--- src/rtl/eq_sample_scheduler.sv ---
// Sample-rate sequencer for the 8-band equalizer filter: issues one sample per slot,
// applies gain updates at slot boundaries and captures the filter result after a fixed latency.
module eq_sample_scheduler #(
    parameter int unsigned DATA_BITS         = 16,
    parameter int unsigned NUMBER_OF_FILTERS = 8,
    parameter int unsigned GAIN_BITS         = 2,
    parameter int unsigned CYCLES_PER_SAMPLE = 64,
    parameter int unsigned OUT_LATENCY       = 64,
    parameter logic [NUMBER_OF_FILTERS*GAIN_BITS-1:0] GAIN_RESET = 16'h5555
) (
    input  logic                                   clk,
    input  logic                                   rst,
    input  logic                                   run_enable,
    input  logic [DATA_BITS-1:0]                   in_data,
    input  logic                                   in_valid,
    output logic                                   in_ready,
    input  logic [NUMBER_OF_FILTERS*GAIN_BITS-1:0] gains_in,
    input  logic                                   gains_valid,
    output logic                                   gains_ack,
    input  logic                                   amp_enable_in,
    output logic                                   filter_clk_enable,
    output logic [DATA_BITS-1:0]                   filter_in,
    output logic                                   amplifier_enable,
    output logic [NUMBER_OF_FILTERS*GAIN_BITS-1:0] amplifier_gains,
    input  logic [DATA_BITS-1:0]                   filter_out,
    output logic [DATA_BITS-1:0]                   out_data,
    output logic                                   out_valid,
    input  logic                                   out_ready,
    output logic                                   underrun,
    output logic                                   overrun,
    output logic                                   busy
);

    localparam int unsigned GainW = NUMBER_OF_FILTERS * GAIN_BITS;
    localparam int unsigned CntW  = $clog2(CYCLES_PER_SAMPLE);
    localparam int unsigned TmrW  = $clog2(OUT_LATENCY + 1);
    localparam logic [CntW-1:0] CntLast = CntW'(CYCLES_PER_SAMPLE - 1);

    typedef enum logic [1:0] {StIdle, StRun, StDrain} state_e;

    state_e              state_q, state_d;
    logic [CntW-1:0]     cnt_q, cnt_d;
    logic [TmrW-1:0]     tmr_q;
    logic                buf_full_q;
    logic [DATA_BITS-1:0] buf_data_q;
    logic [GainW-1:0]    shadow_q, gains_q;
    logic                pending_q, ack_q, amp_en_q;
    logic [DATA_BITS-1:0] fin_q, out_data_q;
    logic                out_valid_q, underrun_q, overrun_q;

    logic slot_start, capture, apply_gains, buf_wr, gains_take;

    assign slot_start  = (state_q == StRun) && (cnt_q == '0);
    assign capture     = (tmr_q == TmrW'(1));
    assign apply_gains = pending_q && ((state_q == StIdle) || slot_start);
    assign buf_wr      = in_valid && !buf_full_q;
    // The ack cycle is also blocked so a source still holding its request is not re-latched.
    assign gains_take  = gains_valid && !pending_q && !ack_q;

    always_comb begin
        state_d = state_q;
        cnt_d   = cnt_q;
        unique case (state_q)
            StIdle: begin
                cnt_d = '0;
                if (run_enable && buf_full_q) state_d = StRun;
            end
            StRun: begin
                if (cnt_q == CntLast) begin
                    cnt_d = '0;
                    if (!run_enable) state_d = StDrain;
                end else begin
                    cnt_d = cnt_q + CntW'(1);
                end
            end
            StDrain: begin
                cnt_d = '0;
                // Leave on the final capture, or at once if it already happened in the slot.
                if (tmr_q <= TmrW'(1)) state_d = StIdle;
            end
            default: state_d = StIdle;
        endcase
    end

    always_ff @(posedge clk or negedge rst) begin
        if (!rst) begin
            state_q <= StIdle;
            cnt_q   <= '0;
        end else begin
            state_q <= state_d;
            cnt_q   <= cnt_d;
        end
    end

    always_ff @(posedge clk or negedge rst) begin
        if (!rst) begin
            buf_full_q <= 1'b0;
            buf_data_q <= '0;
            fin_q      <= '0;
            tmr_q      <= '0;
            underrun_q <= 1'b0;
            amp_en_q   <= 1'b1;
        end else begin
            if (buf_wr) begin
                buf_full_q <= 1'b1;
                buf_data_q <= in_data;
            end else if (slot_start) begin
                buf_full_q <= 1'b0;
            end
            if (slot_start) begin
                fin_q    <= buf_full_q ? buf_data_q : '0;
                tmr_q    <= TmrW'(OUT_LATENCY);
                amp_en_q <= amp_enable_in;
                if (!buf_full_q) underrun_q <= 1'b1;
            end else if (tmr_q != '0) begin
                tmr_q <= tmr_q - TmrW'(1);
            end
        end
    end

    always_ff @(posedge clk or negedge rst) begin
        if (!rst) begin
            shadow_q  <= '0;
            gains_q   <= GAIN_RESET;
            pending_q <= 1'b0;
            ack_q     <= 1'b0;
        end else begin
            ack_q <= apply_gains;
            if (apply_gains) begin
                gains_q   <= shadow_q;
                pending_q <= 1'b0;
            end else if (gains_take) begin
                shadow_q  <= gains_in;
                pending_q <= 1'b1;
            end
        end
    end

    always_ff @(posedge clk or negedge rst) begin
        if (!rst) begin
            out_data_q  <= '0;
            out_valid_q <= 1'b0;
            overrun_q   <= 1'b0;
        end else if (capture) begin
            out_data_q  <= filter_out;
            out_valid_q <= 1'b1;
            if (out_valid_q && !out_ready) overrun_q <= 1'b1;
        end else if (out_ready) begin
            out_valid_q <= 1'b0;
        end
    end

    assign in_ready          = !buf_full_q;
    assign gains_ack         = ack_q;
    assign filter_clk_enable = (state_q != StIdle);
    assign filter_in         = fin_q;
    assign amplifier_enable  = amp_en_q;
    assign amplifier_gains   = gains_q;
    assign out_data          = out_data_q;
    assign out_valid         = out_valid_q;
    assign underrun          = underrun_q;
    assign overrun           = overrun_q;
    assign busy              = (state_q != StIdle);

endmodule

--- config.mk ---
export PLATFORM = sky130hd
export DESIGN_NAME = eq_sample_scheduler
export DESIGN_NICKNAME = d
export VERILOG_FILES = /design/src/rtl/eq_sample_scheduler.sv
export SDC_FILE = /design/constraint.sdc
export NUM_CORES = 1
export LEC_CHECK = 0
export CAP_MARGIN = 15
export CORE_MARGIN = 1
export CORE_UTILIZATION = 30
export DETAILED_ROUTE_END_ITERATION = 8
export SYNTH_ARGS = -nofsm -noshare
export SYNTH_HDL_FRONTEND = slang
export SYNTH_SLANG_ARGS = --single-unit
--- constraint.sdc ---
create_clock -name clk -period 2.81 [get_ports clk]
set_input_delay 0.562 -clock clk [delete_from_list [all_inputs] [get_ports clk]]
set_output_delay 0.562 -clock clk [all_outputs]
set_load 0.01 [all_outputs]
# Word-level counts from Yosys, hierarchy flattened
# Cells that the tools add are included.
# word_totals
regBits	102
latchBits	0
mem_bits_rw	0
mem_bits_ro	0
input_bits	55
elab_cells	70
mem_count	0
# classes
n_addsub	2
multipliers	0
div_mod_pow	0
magnitude_cmp	1
n_eq_ne	8
shift	0
n_mux	16
n_bitwise	2
n_reduce_logical	26
# op_table
op	count
two-way mux 16 bit	1
two-way mux 7 bit	2
case mux 6 bit (2 select lines)	1
nonzero test 2 bit	6
two-way mux 2 bit	4
equality test 7 x 1 -> 1 bit (second input constant)	1
less-or-equal comparator 7 x 1 -> 1 bit (second input constant)	1
logical AND 1 bit	7
nonzero test 7 bit	1
subtractor 7 x 1 -> 7 bit (second input constant)	1
adder 6 x 1 -> 6 bit (second input constant)	1
equality test 6 bit (second input constant)	1
logical NOT 6 bit	1
two-way mux 1 bit	6
two-way mux 6 bit	1
case mux 2 bit (3 select lines)	1
AND reduction 2 bit	3
logical NOT 1 bit	4
!= test 2 x 1 -> 1 bit (second input constant)	2
!= test 2 bit (second input constant)	2
AND reduction 4 bit	1
equality test 2 x 1 -> 1 bit (second input constant)	1
equality test 2 bit (second input constant)	1
logical NOT 2 bit	1
other kinds (3)	4

# Depth between registers and ports, before layout
# depth
ltp_word	6
ltp_mapped	7
ltp_nobuf	5

# Worst setup path before layout
# No wires, ideal clock.
# synth_path
path_type	flip-flop to output port
startpoint	register state_q[1]
endpoint	output filter_clk_enable
arrival_time_ns	1.342
path_slack_ns	0.906
stages_incl_launch_ff	5
n_path_buf	2
path_cell_list	dfrtp_1 > nor2_2 > clkinv_1 > clkbuf_1 > buf_4
# synth_via
elab_chain_len	1
# synth_rtl
element	line_no	rtl
from (decl)	41	state_e state_q, state_d;
from (signal assigned)	87	state_q <= StIdle;
from (signal assigned)	90	state_q <= state_d;
nonzero test 2 bit	-	
to (decl)	21	output logic filter_clk_enable,
# Every way passes these cells.

# Worst setup path after layout
# layout_path
startpoint	register state_q[1]
endpoint	output filter_clk_enable
# layout_via
elab_chain_len	1
# layout_rtl
element	line_no	rtl
nonzero test 2 bit	155	assign filter_clk_enable = (state_q != StIdle);
# Every way passes these cells.

==> flow_metrics.tcl <==
set metrics [dict create \
    status "finished clean" \
    fin_cells 697 \
    syn-num-nets 458 \
    power_density_nw_per_um2 1040 \
    area_growth_pct 34.0 \
    min_period_ps 2310 \
    ys_seq_elements 102 \
    via_count 3526 \
    critical-path-max-stage-delay_ps 540 \
    io-pin-count 111 \
    crit_chain "nor2_2, clkinv_1, clkdlybuf4s50_1" \
    rows 45 \
    vias_per_cell 5.06 \
    die_w_um 126 \
    cts_tree "built" \
    clock_latency_ps 350 \
    vdd_drop_max_v 0.000459 \
    critPathBufInv 2 \
    core_um2 15100 \
    final_nets 563 \
    rsz0062_at_grt "no" \
    cts.repair.resized 0 \
    required_ps 2250 \
    wl_per_cell_um 16.0 \
    max_slew_margin 0.570 \
    grt_remaining_overflow 0 \
    reg2reg_depth 6 \
    hold_violations 0 \
    power.total_w 0.00645 \
    hpwlAfterDp_um 7490 \
    drive_gt1_frac 0.193 \
    post_cts_buffers 0 \
    setup_viol 0 \
    dpl.cell_count 681 \
    drtAntennaViolNets 0 \
    cp.depth 3 \
    grt_pass1_vias 3534 \
    endpoint_kind "output port" \
    path_max_fanout 14 \
    n_antenna_cell 0 \
    synth_edf_count 0 \
    initial_utilization 0.306 \
    drc 0 \
    grt_max_degree 72 \
    yosys_warnings 0 \
    clk_path_buf_depth 2 \
    firstDrtPassIters 4 \
    antenna_found_initial 0 \
    synthCells 399 \
    gp_congestion 0.790 \
    start_kind "register" \
    drt_iter0_drc 211 \
    final.period_utilization 0.821 \
    die-area_um2 16000 \
    synthArstFlopShare 1.00 \
    chipHeight_um 126 \
    slowest_stage "dfrtp_1" \
    port_buffers 110 \
    preCtsSetupSlack_ps 583 \
    finalSetupTns_ps 0 \
    max_freq_ghz 0.434 \
    syn_area_um2 4640 \
    worst_path_dominant_cell_family "buffers and inverters" \
    cts.clk_slew.worst_paths_ps 70 \
    synth_flop_cell "dfrtp_1" \
    finClkSkew_ps 5.33 \
    hold_class "input pin to async pin" \
    crit_arrival_ps 1740 \
    crit_type "register to output port" \
    synth.distinct_cells 51 \
    worstMarginPinSlew_ps 645 \
    cts-root-buf "clkbuf_16" \
    setup_ws_ps 503 \
    cts_inserted_buffers 9 \
    power.leakage_nw 2.51 \
    drv_cap 0 \
    grt_pass1_wl_um 18200 \
    seq_area_frac_synth 0.552 \
    syn_area_per_cell_um2 11.6 \
    cts_hold_buf 0 \
    grt_usage 0.144 \
    finalMaxSlewViolations 0 \
    drt_wl_total_um 11100 \
    cts-htree-levels 3 \
    clkSinkCount 102 \
]
==> cells in the final DEF, fill, tap and decap left out, types with 2 or more instances in the layout <==
cell	n
a21o_1	2
a21oi_1	5
a31o_2	2
a31oi_1	19
buf_4	13
clkbuf_16	9
clkdlybuf4s50_1	109
clkinvlp_4	2
dfrtp_1	93
dfstp_2	9
ha_1	4
inv_1	8
inv_6	2
mux2_2	41
mux2_4	8
mux2i_1	2
nand2_1	23
nand2b_1	3
nand3_1	19
nand4_1	17
nor2_1	8
nor2b_1	19
nor4_1	2
o211ai_1	17
o21a_1	2
o21ai_0	30
o21ai_1	7
o21bai_1	2
o31ai_1	3
or2_2	2
or4_1	3
==> layout make-up <==
class                           instances  area, um^2
Clock buffer                            9         225
Clock inverter                          7        57.6
Fill cell                            1451        8930
Inverter                                9        33.8
Multi-Input combinational cell        259        1890
Sequential cell                       102        2560
Tap cell                              188         235
Timing Repair Buffer                  123        1210
==> report_power, final <==
group,internal [W],total [W],switching (W)
Sequential,0.00213,0.00262,0.000499
Clock,0.000614,0.00120,0.000590
Combinational,0.00141,0.00262,0.00121
==> logic make-up (layout without fill, tap and decap cells) <==
| logic type | after synthesis | in the layout | synth area share |
|---|---|---|---|
| fa+ha+maj | 4 | 4 | 0.0108 |
| compound gates | 92 | 92 | 0.123 |
| xor+xnor | 2 | 2 | 0.00377 |
| buf+inv | 38 | 148 | 0.0396 |
| simple gates | 110 | 110 | 0.141 |
| flops | 102 | 102 | 0.552 |
| mux | 51 | 51 | 0.130 |
==> state kept, by name, indices dropped and copies added, names as in the netlist, 2 cells and up <==
register         count
tmr_q                7
shadow_q            16
out_data            16
cnt_q                6
amplifier_gains     16
filter_in           16
buf_data_q          16
state_q              2
==> synth_stat cells (all sizes together) (2+ instances only) <==
cell    count  area [um^2]
a21o        2         15.0
a21oi       5         25.0
a31o        2         17.5
a31oi      19          119
buf        12         86.3
clkbuf     17         63.8
dfrtp      93         2330
dfstp       9          236
ha          4         50.1
inv         8         30.0
mux2       49          582
mux2i       2         20.0
nand2      23         86.3
nand2b      3         18.8
nand3      20          113
nand4      17          106
nor2        9         36.3
nor2b      19          119
nor4        3         33.8
nor4b       2         32.5
o211ai     18          140
o21a        2         15.0
o21ai      37          185
o21bai      2         15.0
o31ai       3         22.5
or2         2         12.5
or4         3         22.5
==> worst paths after layout <==
kind                       startpoint             endpoint  slack [ps]
setup / recovery           state_q[1]    filter_clk_enable         500
hold / removal                    rst        filter_in[12]         140
setup reg to reg             cnt_q[0]  amplifier_gains[13]         600
hold reg to reg              underrun             underrun         460
max in group asynchronous         rst   amplifier_gains[2]        1910
min in group clk             underrun             underrun         460
==> per-stage QoR <==
stage	hold slack, ps	instance area, um^2	utilization
2_1_floorplan	266	4640	-
3_3_place_gp	449	5940	0.392
3_5_place_dp	448	5940	0.392
4_1_cts	138	6220	0.411
5_1_grt	161	6220	0.411
6_report	136	6220	0.411
==> metal layers <==
metal	GRT usage	wire length (um)
met3	0.0430	678
met4	0.0446	59
met1	0.192	5200
met5	0	0
met2	0.225	5190
Power figures use the tool's default switching activity.
